**src/rtl/mux_scan_if.sv**
```systemverilog
// Control, ADC handshake and mux address bundle of the scan sequencer.
// master = sequencer side, slave = control logic / ADC capture side.
interface mux_scan_if;
  logic       start;
  logic       stop;
  logic       hold_en;
  logic [7:0] hold_ch;
  logic       adc_done;
  logic       adc_req;
  logic       F1_8ADD_A;
  logic       F1_8ADD_B;
  logic       F1_8ADD_C;
  logic       F2_8ADD_A;
  logic       F2_8ADD_B;
  logic       F2_8ADD_C;
  logic       F2_4ADD_A;
  logic       F2_4ADD_B;
  logic [7:0] ch_idx;
  logic       busy;
  logic       sample_vld;
  logic       timeout;
  logic       scan_done;

  modport master (
    input  start, stop, hold_en, hold_ch, adc_done,
    output adc_req,
    output F1_8ADD_A, F1_8ADD_B, F1_8ADD_C,
    output F2_8ADD_A, F2_8ADD_B, F2_8ADD_C,
    output F2_4ADD_A, F2_4ADD_B,
    output ch_idx, busy, sample_vld, timeout, scan_done
  );

  modport slave (
    output start, stop, hold_en, hold_ch, adc_done,
    input  adc_req,
    input  F1_8ADD_A, F1_8ADD_B, F1_8ADD_C,
    input  F2_8ADD_A, F2_8ADD_B, F2_8ADD_C,
    input  F2_4ADD_A, F2_4ADD_B,
    input  ch_idx, busy, sample_vld, timeout, scan_done
  );
endinterface

```
**src/rtl/mux_scan_ctrl.sv**
```systemverilog
// Three-level analog mux scan sequencer: address, settle, ADC handshake.
// Address pins come straight from the channel register, so they never glitch.
module mux_scan_ctrl #(
  parameter int unsigned SETTLE_CYCLES  = 2500,
  parameter int unsigned TIMEOUT_CYCLES = 50000,
  parameter int unsigned CH_LAST        = 255,
  parameter int unsigned CNT_W          = 16
) (
  input  logic       clk,
  input  logic       reset,
  mux_scan_if.master bus
);

  typedef enum logic [1:0] {
    IDLE,
    SETTLE,
    CONVERT,
    NEXT
  } state_t;

  localparam logic [CNT_W-1:0] SETTLE_LD = CNT_W'(SETTLE_CYCLES - 1);
  localparam logic [CNT_W-1:0] TMO_LD    = CNT_W'(TIMEOUT_CYCLES - 1);
  localparam logic [CNT_W-1:0] CNT_ONE   = CNT_W'(1);
  localparam logic [7:0]       CH_END    = 8'(CH_LAST);

  state_t           state_q, state_d;
  logic [CNT_W-1:0] cnt_q, cnt_d;
  logic [7:0]       ch_q, ch_d;
  logic             req_q, req_d;
  logic             vld_q, vld_d;
  logic             tmo_q, tmo_d;
  logic             done_q, done_d;
  logic             busy_q, busy_d;
  logic             pend_q, pend_d;

  always_comb begin
    state_d = state_q;
    cnt_d   = cnt_q;
    ch_d    = ch_q;
    req_d   = req_q;
    pend_d  = pend_q;
    vld_d   = 1'b0;
    tmo_d   = 1'b0;
    done_d  = 1'b0;
    unique case (state_q)
      IDLE: begin
        if (bus.start && !bus.stop) begin
          ch_d    = bus.hold_en ? bus.hold_ch : 8'd0;
          cnt_d   = SETTLE_LD;
          state_d = SETTLE;
        end
      end
      SETTLE: begin
        if (bus.stop) begin
          state_d = IDLE;
        end else if (cnt_q == '0) begin
          req_d   = 1'b1;
          cnt_d   = TMO_LD;
          state_d = CONVERT;
        end else begin
          cnt_d = cnt_q - CNT_ONE;
        end
      end
      CONVERT: begin
        // a stop here only takes effect once this conversion has ended
        if (bus.stop) pend_d = 1'b1;
        if (bus.adc_done) begin
          req_d   = 1'b0;
          vld_d   = 1'b1;
          state_d = NEXT;
        end else if (cnt_q == '0) begin
          req_d   = 1'b0;
          tmo_d   = 1'b1;
          state_d = NEXT;
        end else begin
          cnt_d = cnt_q - CNT_ONE;
        end
      end
      NEXT: begin
        if (bus.stop || pend_q) begin
          state_d = IDLE;
        end else if (bus.hold_en && bus.hold_ch == ch_q) begin
          req_d   = 1'b1;
          cnt_d   = TMO_LD;
          state_d = CONVERT;
        end else if (bus.hold_en) begin
          ch_d    = bus.hold_ch;
          cnt_d   = SETTLE_LD;
          state_d = SETTLE;
        end else if (ch_q == CH_END) begin
          done_d  = 1'b1;
          state_d = IDLE;
        end else begin
          ch_d    = ch_q + 8'd1;
          cnt_d   = SETTLE_LD;
          state_d = SETTLE;
        end
      end
      default: state_d = IDLE;
    endcase
    if (state_d == IDLE) pend_d = 1'b0;
    busy_d = (state_d != IDLE);
  end

  always_ff @(posedge clk or posedge reset) begin
    if (reset) begin
      state_q <= IDLE;
      cnt_q   <= '0;
      ch_q    <= '0;
      req_q   <= 1'b0;
      vld_q   <= 1'b0;
      tmo_q   <= 1'b0;
      done_q  <= 1'b0;
      busy_q  <= 1'b0;
      pend_q  <= 1'b0;
    end else begin
      state_q <= state_d;
      cnt_q   <= cnt_d;
      ch_q    <= ch_d;
      req_q   <= req_d;
      vld_q   <= vld_d;
      tmo_q   <= tmo_d;
      done_q  <= done_d;
      busy_q  <= busy_d;
      pend_q  <= pend_d;
    end
  end

  assign bus.adc_req    = req_q;
  assign bus.ch_idx     = ch_q;
  assign bus.busy       = busy_q;
  assign bus.sample_vld = vld_q;
  assign bus.timeout    = tmo_q;
  assign bus.scan_done  = done_q;

  assign bus.F1_8ADD_A = ch_q[0];
  assign bus.F1_8ADD_B = ch_q[1];
  assign bus.F1_8ADD_C = ch_q[2];
  assign bus.F2_8ADD_A = ch_q[3];
  assign bus.F2_8ADD_B = ch_q[4];
  assign bus.F2_8ADD_C = ch_q[5];
  assign bus.F2_4ADD_A = ch_q[6];
  assign bus.F2_4ADD_B = ch_q[7];

endmodule

```
**src/flat_wrapper.sv**
```systemverilog
// flat-port wrapper written by rule: the top's interface ports become plain ports
module mux_scan_ctrl_flat 
#(
  parameter int unsigned SETTLE_CYCLES  = 2500,
  parameter int unsigned TIMEOUT_CYCLES = 50000,
  parameter int unsigned CH_LAST        = 255,
  parameter int unsigned CNT_W          = 16
)
  (clk, reset, bus_start, bus_stop, bus_hold_en, bus_hold_ch, bus_adc_done, bus_adc_req, bus_F1_8ADD_A, bus_F1_8ADD_B, bus_F1_8ADD_C, bus_F2_8ADD_A, bus_F2_8ADD_B, bus_F2_8ADD_C, bus_F2_4ADD_A, bus_F2_4ADD_B, bus_ch_idx, bus_busy, bus_sample_vld, bus_timeout, bus_scan_done);
  mux_scan_if bus_i ();
  input  logic clk;
  input  logic reset;
  input wire logic [$bits(bus_i.start)-1:0] bus_start;
  input wire logic [$bits(bus_i.stop)-1:0] bus_stop;
  input wire logic [$bits(bus_i.hold_en)-1:0] bus_hold_en;
  input wire logic [$bits(bus_i.hold_ch)-1:0] bus_hold_ch;
  input wire logic [$bits(bus_i.adc_done)-1:0] bus_adc_done;
  output wire logic [$bits(bus_i.adc_req)-1:0] bus_adc_req;
  output wire logic [$bits(bus_i.F1_8ADD_A)-1:0] bus_F1_8ADD_A;
  output wire logic [$bits(bus_i.F1_8ADD_B)-1:0] bus_F1_8ADD_B;
  output wire logic [$bits(bus_i.F1_8ADD_C)-1:0] bus_F1_8ADD_C;
  output wire logic [$bits(bus_i.F2_8ADD_A)-1:0] bus_F2_8ADD_A;
  output wire logic [$bits(bus_i.F2_8ADD_B)-1:0] bus_F2_8ADD_B;
  output wire logic [$bits(bus_i.F2_8ADD_C)-1:0] bus_F2_8ADD_C;
  output wire logic [$bits(bus_i.F2_4ADD_A)-1:0] bus_F2_4ADD_A;
  output wire logic [$bits(bus_i.F2_4ADD_B)-1:0] bus_F2_4ADD_B;
  output wire logic [$bits(bus_i.ch_idx)-1:0] bus_ch_idx;
  output wire logic [$bits(bus_i.busy)-1:0] bus_busy;
  output wire logic [$bits(bus_i.sample_vld)-1:0] bus_sample_vld;
  output wire logic [$bits(bus_i.timeout)-1:0] bus_timeout;
  output wire logic [$bits(bus_i.scan_done)-1:0] bus_scan_done;
  assign bus_i.start = bus_start;
  assign bus_i.stop = bus_stop;
  assign bus_i.hold_en = bus_hold_en;
  assign bus_i.hold_ch = bus_hold_ch;
  assign bus_i.adc_done = bus_adc_done;
  assign bus_adc_req = bus_i.adc_req;
  assign bus_F1_8ADD_A = bus_i.F1_8ADD_A;
  assign bus_F1_8ADD_B = bus_i.F1_8ADD_B;
  assign bus_F1_8ADD_C = bus_i.F1_8ADD_C;
  assign bus_F2_8ADD_A = bus_i.F2_8ADD_A;
  assign bus_F2_8ADD_B = bus_i.F2_8ADD_B;
  assign bus_F2_8ADD_C = bus_i.F2_8ADD_C;
  assign bus_F2_4ADD_A = bus_i.F2_4ADD_A;
  assign bus_F2_4ADD_B = bus_i.F2_4ADD_B;
  assign bus_ch_idx = bus_i.ch_idx;
  assign bus_busy = bus_i.busy;
  assign bus_sample_vld = bus_i.sample_vld;
  assign bus_timeout = bus_i.timeout;
  assign bus_scan_done = bus_i.scan_done;
  mux_scan_ctrl #(.SETTLE_CYCLES(SETTLE_CYCLES), .TIMEOUT_CYCLES(TIMEOUT_CYCLES), .CH_LAST(CH_LAST), .CNT_W(CNT_W)) u_core (.clk(clk), .reset(reset), .bus(bus_i));
endmodule
```
**config.mk**
```make
export PLATFORM = sky130hd
export DESIGN_NAME = mux_scan_ctrl_flat
export DESIGN_NICKNAME = d
export VERILOG_FILES = /design/src/rtl/mux_scan_if.sv /design/src/rtl/mux_scan_ctrl.sv /design/src/flat_wrapper.sv
export SDC_FILE = /design/constraint.sdc
export NUM_CORES = 1
export LEC_CHECK = 0
export BUFFER_PORTS_ARGS = -buffer_cell sky130_fd_sc_hd__buf_2
export CORE_UTILIZATION = 56
export DETAILED_ROUTE_END_ITERATION = 8
export PLACE_DENSITY = 0.89
export SYNTH_ARGS = -nofsm -noshare
export SYNTH_HDL_FRONTEND = slang
export SYNTH_SLANG_ARGS = --single-unit
```
**constraint.sdc**
```tcl
create_clock -name clk -period 3.5 [get_ports clk]
set_input_delay 0.35 -clock clk [delete_from_list [all_inputs] [get_ports clk]]
set_output_delay 0.35 -clock clk [all_outputs]
set_load 0.05 [all_outputs]
```
; ---- Word level (Yosys, flattened, before mapping)
; Cells that the tools add are included.
[word_totals]
reg_bits = 32
latch_bits = 0
ram_bits = 0
mem_bits_ro = 0
in_bits = 14
output_inout_bits = 21
elab_cells = 90
n_memories = 0
[classes]
addsub = 2
multipliers = 0
div = 0
order_cmp = 0
n_eq_ne = 16
shift = 0
mux = 47
bitwise = 0
n_reduce_logical = 16
[op_table]
columns = operator, n
row1 = 16-bit 2-to-1 mux, 9
row2 = 16-bit one-hot mux with 4 select lines, 1
row3 = 8-bit 2-to-1 mux, 6
row4 = 1-bit 2-to-1 mux, 20
row5 = 16-bit zero test, 1
row6 = 2-bit 2-to-1 mux, 8
row7 = 8-bit one-hot mux with 2 select lines, 1
row8 = 16-bit by 1-bit subtractor with 16-bit output (second input constant), 1
row9 = 6-bit AND reduction, 2
row10 = 2-bit != test (second input constant), 5
row11 = 8-bit by 1-bit adder with 8-bit output (second input constant), 1
row12 = 8-bit equality test, 1
row13 = 8-bit equality test (second input constant), 1
row14 = 2-bit one-hot mux with 4 select lines, 1
row15 = 2-bit nonzero test, 4
row16 = 2-bit by 1-bit != test with 1-bit output (second input constant), 3
row17 = 5-bit AND reduction, 1
row18 = 2-bit equality test (second input constant), 2
row19 = 2-bit zero test, 2
row20 = 4-bit by 3-bit != test with 1-bit output (second input constant), 1
row21 = 3-bit by 2-bit != test with 1-bit output (second input constant), 1
row22 = 3-bit != test (second input constant), 1
row23 = 1-bit one-hot mux with 3 select lines, 1
row24 = 3-bit nonzero test, 1
row25 = other kinds (5), 6

; ---- Depth between registers and ports, before layout
; Gate-level depths: netlist (run 1).
[logic_depth]
depth_word = 9
ltp_mapped = 9

; ---- Worst setup path before layout (run 1)
; No wires, ideal clock.
[synth_path]
kind = register -> register
from = register u_core.ch_q[0], in the netlist u_core.bus.ch_idx[0]
to = register u_core.ch_q[0], in the netlist u_core.bus.ch_idx[0]
setup_ps = 125
arrival_time_ps = 2687
path_slack_ps = 688
path_stages_with_launch = 8
n_path_buf = 1
cell_sequence = dfrtp_1 > ha_1 > nand3_1 > or4_1 > a31oi_1 > nand2b_1 > buf_2 > mux2_2
[synth_via]
elab_chain_cells = 6
word_cells_on_any_way = 12
cone_classes = 1 x add/sub / 4 x eq/ne / 5 x mux / 2 x reduce/logical
[synth_lines]
columns = element, line_no
row1 = start: declaration, mux_scan_ctrl.sv:28  ; logic [7:0] ch_q, ch_d;
row2 = start signal: assignment, mux_scan_ctrl.sv:119  ; ch_q <= ch_d;
row3 = 8-bit by 1-bit adder with 8-bit output, mux_scan_ctrl.sv:94  ; ch_d = ch_q + 8'd1;
row4 = 8-bit 2-to-1 mux, mux_scan_ctrl.sv:90  ; end else if (ch_q == CH_END) begin
row5 = 8-bit 2-to-1 mux, mux_scan_ctrl.sv:86  ; end else if (bus.hold_en) begin
row6 = 8-bit 2-to-1 mux, mux_scan_ctrl.sv:82  ; end else if (bus.hold_en && bus.hold_ch == ch_q) begin
row7 = 8-bit 2-to-1 mux, mux_scan_ctrl.sv:80  ; if (bus.stop || pend_q) begin
row8 = 8-bit one-hot mux with 2 select lines, mux_scan_ctrl.sv:45  ; unique case (state_q)
; Parallel ways exist; a longest one is shown, timed or not. The select of a mux whose other input is x is not followed.
; A chain may end at the register's enable or synchronous reset.

; ---- Final worst setup path (run 1)
[layout_path]
from = register u_core.state_q[1]
to = register u_core.cnt_q[2]
[layout_via]
elab_chain_cells = 3
word_cells_on_any_way = 12
cone_classes = 9 x eq/ne / 1 x mux / 2 x reduce/logical
[layout_lines]
columns = element, line_no
row1 = start: declaration, mux_scan_ctrl.sv:26  ; state_t state_q, state_d;
row2 = start signal: assignment, mux_scan_ctrl.sv:117  ; state_q <= state_d;
row3 = "2-bit equality test, or another cell as far along", mux_scan_ctrl.sv:45
row4 = "4-bit by 3-bit != test with 1-bit output (no line), or another cell as far along", --
row5 = 6-bit AND reduction (no line), --
row6 = end signal: assignment, mux_scan_ctrl.sv:118  ; cnt_q <= cnt_d;
row7 = end: declaration, mux_scan_ctrl.sv:27  ; logic [CNT_W-1:0] cnt_q, cnt_d;
; Parallel ways exist; a longest one is shown, timed or not.

==> results.md, run 1 <==
Timing:
- The worst-case clock skew is 5.81 ps.
- The hold violation total from the final report is 0.
- The pin slew with the least headroom to its limit is 1100 ps.
- The highest attainable clock frequency is 349 MHz.
- The final clock period utilization by the worst path is 81.8%.
- Adding up every negative setup slack in the final design gives 0 ps.
- The max-slew violation count is 0.
- The smallest clock period supported by the final layout is computed as 2860 ps.
- Setup repair after global routing left no endpoint under its margin.
- The relative max-transition margin is 26.0%.
- The final count of negative-setup-slack endpoints is 0.

Worst setup path:
- The number of cells on the worst reg-to-reg path is 7.
- At the worst endpoint, the required time is 3700 ps.
- STA puts the critical path data arrival time at 3060 ps.
- Tracing the worst setup path back leads to its startpoint at u_core.state_q[1].
- The worst setup path is launched from a flip-flop.
- Counting both buffers and inverters, the worst setup path holds a total of 1.
- The largest incremental delay on the critical path is 910 ps.
- Walking the worst path, the cells encountered are inv_1 -> ha_1 -> o21a_1 -> a221o_1 -> a211oi_1 -> nand2b_1 -> o21ai_0.
- In this run the worst path has a maximum fanout of 10.
- In this run the critical register-to-register path is captured at u_core.cnt_q[2].
- The largest individual stage delay along the critical path comes from the cell sky130_fd_sc_hd__a211oi_1.
- The cell family contributing the most delay on the critical path is compound AO/OA/AOI/OAI gates.
- The worst setup path is captured at a flip-flop.
- The worst register-to-register path begins at u_core.state_q[1].
- Across all register-to-register paths, the minimum setup slack is 640 ps.
- The critical path class is flip-flop to flip-flop.

Drt:
- For this block, the routed nets add up to 5240 um of wire.
- The uppermost layer routed is met4.
- Dividing the detail-routed wire length by the instance count gives 15.6 um.
- The routed layout has 2173 vias.
- The routed length on met2 is 2500 um.
- In the final routing, the length of wire on met1 measures 2210 um.
- After detailed routing, the number of remaining DRC violations is 0.
- After detailed routing, the number of vias per cell comes to 6.47.
- Wire segments on met3 add up to 448 um in the final route.
- The pre-antenna-repair detailed-routing pass consisted of 5 iterations.
- In this run, the number of DRC markers left after iteration 0 of detailed routing was 289.
- The residual antenna-violating net count after detailed routing is 0.

Final layout:
- The final cell count without fillers is 336.
- The post-layout utilization of the core is 65.5%.
- The share of final-layout standard cells stronger than drive strength 1 is 20.8%.
- After the last flow step, the layout net total stands at 307.
- The signed area change from the synthesized netlist to the final layout is 11.1%.
- Summing all non-filler instances in the final layout gives an area of 2420 um2.
- Leaving out fill and tap cells, the most frequent cell in the layout is sky130_fd_sc_hd__o21ai_0.
- 0 antenna diodes ended up in the layout.
- The sequential cell area is 801 um2.
- The multi-input combinational cells in the finished layout cover a total of 1230 um2.
- Leaving out fill and tap cells, the most frequent cells in the layout are 37 x sky130_fd_sc_hd__o21ai_0, 34 x sky130_fd_sc_hd__buf_2, 32 x sky130_fd_sc_hd__dfrtp_1, 26 x sky130_fd_sc_hd__nor2_1, 18 x sky130_fd_sc_hd__nand2_1.
- The fill cell total of the finished layout is 314.

Worst hold path:
- In this run the worst hold path is classified as input pin to async pin.

Synthesis:
- Counting flops and latches in the post-synthesis netlist gives 32.
- Of the total synthesized cell area, the portion taken by full adders, half adders and majority gates is 3.45%.
- The most used flip-flop cell after synthesis is sky130_fd_sc_hd__dfrtp_1.
- The total standard cell area after synthesis is 2180 um2.
- After synthesis, the largest area contributor takes up 36.8% of total cell area.
- After Yosys synthesis, and, or, nand and nor cells account for 22.4% of the synthesized area.
- The share of synthesized registers carrying an async set or reset is 100%.
- The dominant combinational cell family by area after synthesis is compound AO/OA/AOI/OAI gates.
- Summing the areas of all xor and xnor instances in the mapped netlist gives 3.22% of the synthesized area.
- Summing the sequential cell areas from Yosys gives 36.8% of the chip area.
- The synthesized design contains 0 enable-type register cells.
- The portion of synthesized area spent on multiplexers is 1.55%.
- The number of unique standard cell types used by synthesis is 55.
- Yosys attributes the largest share of cell area to sky130_fd_sc_hd__dfrtp_1 37%, sky130_fd_sc_hd__o21ai_0 8.5%, sky130_fd_sc_hd__nor2_1 4.5%, sky130_fd_sc_hd__ha_1 3.5%, sky130_fd_sc_hd__nor3_1 3.5%.
- The synthesized area per cell is 8.37 um2.
- The synthesized design spends more area on one cell type than any other, namely sky130_fd_sc_hd__dfrtp_1.
- The synthesized netlist cell count is 260.
- The synthesized netlist devotes 25.9% of its cell area to compound gates.
- The count of warnings emitted by yosys is 0.
- The net count after synthesis is 280.

Placement:
- At the end of routability-driven placement, the weighted congestion stood at 0.859.
- In this run the cell area measured after placement is 2320 um2.
- Summed over all nets, the half-perimeter wirelength after detailed placement is 3750 um.
- During placement, the flow inserted port buffers numbering 34.
- The instance count after placement with tap cells included is 328.

Clocking:
- The number of setup buffers added after CTS is 0.
- The post-CTS resize count is 0.
- Counting along the longest clock path gives a buffer depth of 2.
- The TritonCTS buffer count is 5.
- The CTS tree is built.
- The number of buffers inserted for hold repair after clock tree synthesis is 0.
- CTS built an H-tree with a depth of 2.
- At the later pin of the worst-skew pair, clock insertion delay measures 290 ps.
- Clock-pin slew was measured on the worst setup and hold paths at 70 ps.
- The root buffer cell chosen for the clock tree is sky130_fd_sc_hd__clkbuf_8.
- The clock drives 32 sinks.

Run status:
- The run finished with clean final reports.

Global routing:
- Global routing used 27.9% of the available tracks.
- The maximum number of pins on one net before global-route repair is 33.
- The overflow left after global routing is 0.
- The via count of the first global-routing pass was 1988.
- The first global-routing pass estimated 9040 um of wire.
- The number of antenna violations at the first check in global routing came to 0.

Die:
- Pin placement for this block handled 35 I/O pins.
- The die covers 4140 um2.
- The die outline width is 64.3 um.
- The overall die height is 64.3 um.
- The initial utilization of the core area, before any placement, comes to 59.0%.
- The core outline area is 3690 um2.
- The number of cell rows is 22.

Job:
- The count of max-cap constraint violations is 0.

Power:
- The worst-case IR drop observed on VDD is 0.000531 V.
- The power density over the cells is 796 nW/um2.
- The total leakage power is 1.06 nW.
## metrics by stage
| stage | setup slack [ps] | total power, W | hold WS (ps) |
|---|---|---|---|
| 2_1_floorplan | 688 | 0.00142 | 421 |
| 3_3_place_gp | 782 | 0.00158 | 448 |
| 3_5_place_dp | 731 | 0.00160 | 468 |
| 4_1_cts | 686 | 0.00191 | 159 |
| 5_1_grt | 415 | 0.00205 | 169 |
| 6_report | 636 | 0.00192 | 145 |
## worst max path at each step
stage	to	slack [ps]	cells after the start
6_report	u_core.cnt_q[2]	640	7
3_3_place_gp	u_core.cnt_q[2]	780	6
3_5_place_dp	u_core.bus.ch_idx[1]	730	7
2_1_floorplan	u_core.bus.ch_idx[0]	690	7
4_1_cts	u_core.bus.ch_idx[1]	690	7
5_1_grt	u_core.cnt_q[8]	410	8
## cell usage after synthesis (5+ instances only)
library cell               count
sky130_fd_sc_hd__a21oi_1      13
sky130_fd_sc_hd__a31oi_1       6
sky130_fd_sc_hd__buf_4         8
sky130_fd_sc_hd__clkbuf_1      5
sky130_fd_sc_hd__dfrtp_1      32
sky130_fd_sc_hd__ha_1          6
sky130_fd_sc_hd__inv_1        11
sky130_fd_sc_hd__nand2_1      18
sky130_fd_sc_hd__nand2b_1      7
sky130_fd_sc_hd__nor2_1       26
sky130_fd_sc_hd__nor3_1       15
sky130_fd_sc_hd__o21ai_0      37
sky130_fd_sc_hd__xnor2_1       8
## worst min-delay path, delay by kind of cell
kind	cells	cell delay [ps]
buffers and inverters	3	510
## kinds of logic (layout without fill, tap and decap cells)
family,count (synthesis),in the layout
multiplexers,3,3
AO/OA/AOI/OAI,87,87
XOR/XNOR,8,8
flip-flops,32,32
buffers and inverters,28,56
AND/OR/NAND/NOR,96,96
adder cells (fa/ha/maj),6,6
## report_power, final
part / internal (W) / switching (W)
Clock: 0.000157 / 0.000143
Sequential: 0.000464 / 0.000123
Combinational: 0.000318 / 0.000719
## flip-flops by register name (all words and copies together), names as in the netlist
name,flops
u_core.bus.sample_vld,1
u_core.bus.timeout,1
u_core.pend_q,1
u_core.cnt_q,16
u_core.bus.busy,1
u_core.state_q,2
u_core.bus.ch_idx,8
u_core.bus.scan_done,1
u_core.bus.adc_req,1
## cell type report
class	instances	share of cell area, %
inverters	11	1.71
clock buffers	6	3.42
flip-flops and latches	32	33.1
multi-input cells	200	50.9
repair buffers	37	7.97
clock inverters	2	0.414
well taps	48	2.48
## per-layer routing
metal  vias to the layer above  track usage, %
li1                       1001               -
met1                      1025            35.6
met2                       133            45.1
met3                        14            5.18
met4                         0            13.3
met5                         -               0
No activity file was read; power rests on OpenSTA's default activity.
==> inputs of run 2 (changes only) <==
==> constraint.sdc (replaced) <==
create_clock -name clk -period 2.78 [get_ports clk]
set_input_delay 0.278 -clock clk [delete_from_list [all_inputs] [get_ports clk]]
set_output_delay 0.278 -clock clk [all_outputs]
set_load 0.05 [all_outputs]
==> results.md, run 2 (synthesized netlist as in run 1, its figures left out) <==
Run status:
- Run status: finished, final reports clean (unchanged).

Final layout:
- Commonest non-fill, non-tap cells in the layout: 37 x sky130_fd_sc_hd__o21ai_0, 34 x sky130_fd_sc_hd__buf_2, 30 x sky130_fd_sc_hd__dfrtp_1, 26 x sky130_fd_sc_hd__nor2_1, 18 x sky130_fd_sc_hd__nand2_1 (was 37 x sky130_fd_sc_hd__o21ai_0, 34 x sky130_fd_sc_hd__buf_2, 32 x sky130_fd_sc_hd__dfrtp_1, 26 x sky130_fd_sc_hd__nor2_1, 18 x sky130_fd_sc_hd__nand2_1).
- The register name with the most flops is u_core.cnt_q (unchanged).
- The post-layout utilization of the core is 67.9% (was 65.5%).
- The fill cell total of the finished layout is 298 (was 314).
- The post-layout net count came to 314 (was 307).
- The area of all placed cells without fillers is 2500 um2 (was 2420 um2).
- The share of final-layout standard cells stronger than drive strength 1 is 23.4% (was 20.8%).
- The most common cell after layout, fill and taps aside is sky130_fd_sc_hd__o21ai_0 (unchanged).
- The signed area change from the synthesized netlist to the final layout came to 15.1% (was 11.1%).
- The flip-flop count of the largest register, all copies and words added is 16 (unchanged).
- The count of antenna diodes in the layout was 0 (unchanged).

Timing:
- The highest attainable clock frequency came to 374 MHz (was 349 MHz).
- The final clock period utilization by the worst path is 96.3% (was 81.8%).
- The final count of negative-setup-slack endpoints is 0 (unchanged).
- The max-slew violation count is 0 (unchanged).
- The worst-case clock skew was 10.7 ps (was 5.81 ps).
- RSZ-0062 raised after global routing: no (unchanged).
- The tightest hold margin was 72.5 ps (was 145 ps).
- The relative max-transition margin was 65.0% (was 26.0%).
- The sum of negative setup slack is 0 ps (unchanged).
- The time the final worst path needs with I/O delays and setup is 2680 ps (was 2860 ps).
- The pin slew with the least headroom to its limit is 522 ps (was 1100 ps).
- The hold violation total from the final report is 0 (unchanged).

Clocking:
- The number of setup buffers added after CTS is 0 (unchanged).
- The number of H-tree levels is 2 (unchanged).
- The sink count of the clock tree came to 32 (unchanged).
- The CTS tree is built (unchanged).
- The number of buffers inserted for hold repair after clock tree synthesis was 0 (unchanged).
- The register clock-pin slew on the reported worst setup and hold paths is 70 ps (about the same).
- The post-CTS resize count is 0 (unchanged).
- The TritonCTS buffer count was 5 (unchanged).
- The master cell of the clock root buffer is sky130_fd_sc_hd__clkbuf_8 (unchanged).
- The maximum clock path buffer count is 2 (unchanged).
- The clock latency reported for the late side of the worst-skew pair was 290 ps (about the same).

Die:
- The overall die height is 64.3 um (unchanged).
- The total die area was 4140 um2 (unchanged).
- The die outline width came to 64.3 um (unchanged).
- The number of cell rows is 22 (unchanged).
- The core outline area is 3690 um2 (unchanged).
- The initial cell density of the core is 59.0% (unchanged).
- The I/O pin count is 35 (unchanged).

Worst setup path:
- The largest fanout of any net on the critical path is 6 (was 10).
- The worst path buffer plus inverter count is 1 (unchanged).
- Ordered cell list for the critical path: inv_1 -> ha_1 -> or4b_1 -> or4_4 -> a221oi_2 -> o22ai_1 -> nor2_2 -> nor2_1 (was inv_1 -> ha_1 -> o21a_1 -> a221o_1 -> a211oi_1 -> nand2b_1 -> o21ai_0).
- The largest incremental delay on the critical path is 630 ps (was 910 ps).
- The critical path class is flip-flop to flip-flop (unchanged).
- The kind of capture point of the worst setup path is a flip-flop (unchanged).
- The arrival time reported for the critical path endpoint is 2860 ps (was 3060 ps).
- The cell family contributing the most delay on the critical path is simple AND/OR/NAND/NOR gates (was compound AO/OA/AOI/OAI gates).
- The highest-delay cell along the critical path is sky130_fd_sc_hd__or4_4 (was sky130_fd_sc_hd__a211oi_1).
- The startpoint class of the critical path is a flip-flop (unchanged).
- The worst endpoint required time is 2960 ps (was 3700 ps).

Worst hold path:
- The path class of the lowest-slack min-delay path was input pin to async pin (unchanged).

Power:
- The power density over the cells was 1020 nW/um2 (was 796 nW/um2).
- The highest ir drop seen on vdd was 0.000712 V (was 0.000531 V).
- The total leakage power is 1.11 nW (was 1.06 nW).

Global routing:
- The overflow left after global routing is 0 (unchanged).
- The number of antenna violations at the first check in global routing is 0 (unchanged).
- The combined global-route utilization of all metal layers is 27.9% (about the same).
- The via count of the first global-routing pass came to 1929 (was 1988).
- The maximum number of pins on one net before global-route repair came to 33 (unchanged).
- The global-route wire length before repair is 8940 um (was 9040 um).

Placement:
- The count of buffers from port buffering is 34 (unchanged).
- The weighted congestion reported at the end of routability-driven placement is 0.919 (was 0.859).
- The cell area after placement is 2380 um2 (was 2320 um2).
- The post-DP HPWL is 3910 um (was 3750 um).

Drt:
- The total iterations of the first detailed-routing run is 6 (was 5).
- The first-iteration detailed-routing DRC count is 289 (unchanged).
- The number of DRC violations after detailed routing is 0 (unchanged).
- The count of vias placed by the detailed router was 2176 (was 2173).
- The routed wire length per instance is 16.0 um (was 15.6 um).
- The residual antenna-violating net count after detailed routing was 0 (unchanged).
- The routed wire length is 5500 um (was 5240 um).
- The average via count per standard cell came to 6.34 (was 6.47).

Job:
- The count of max-cap constraint violations is 0 (unchanged).
run 2: metal layers:
metal	part of all wire (%)	track usage, %
met1	42	37.6
met2	48	44.2
met3	7.8	6.25
met4	2.5	9.17
met5	0	0
run 2: through the flow:
stage	instances	worst slack [ps]	total power (W)
after floorplan	260	146	0.00179
after global placement	335	269	0.00204
after detailed placement	335	181	0.00208
after CTS	343	162	0.00253
after global routing	343	8.34	0.00271
final	343	103	0.00256
run 2: power breakdown:
group / internal, W / leakage (nW) / switching, W / total (W)
Sequential: 0.000587 / 0.409 / 0.000152 / 0.000739
Combinational: 0.000444 / 0.642 / 0.000942 / 0.00139
Clock: 0.000266 / 0.0552 / 0.000173 / 0.000439
run 2: final timing paths:
path	start	end	slack, ps	depth (start not counted)
min in group clk	bus_adc_done	u_core.bus.sample_vld	220	2
min	reset	u_core.cnt_q[10]	70	3
min reg2reg	u_core.cnt_q[15]	u_core.cnt_q[15]	540	2
max in group asynchronous	reset	u_core.bus.ch_idx[0]	2380	3
max reg2reg	u_core.cnt_q[0]	u_core.pend_q	100	8
max	u_core.cnt_q[0]	u_core.pend_q	100	8
run 2: cell type report:
class	instances	area [um2]	share of cell area, %
Multi-Input combinational cell	200	1250	49.8
Sequential cell	32	803	32.1
Timing Repair Buffer	44	245	9.80
Clock buffer	6	72.6	2.90
Tap cell	48	60.1	2.40
Inverter	11	41.3	1.65
Clock inverter	2	35.0	1.40
run 2: worst min-delay path, stage by stage:
cell	delay [ps]
sky130_fd_sc_hd__buf_2	100
sky130_fd_sc_hd__inv_1	50
sky130_fd_sc_hd__buf_4	360
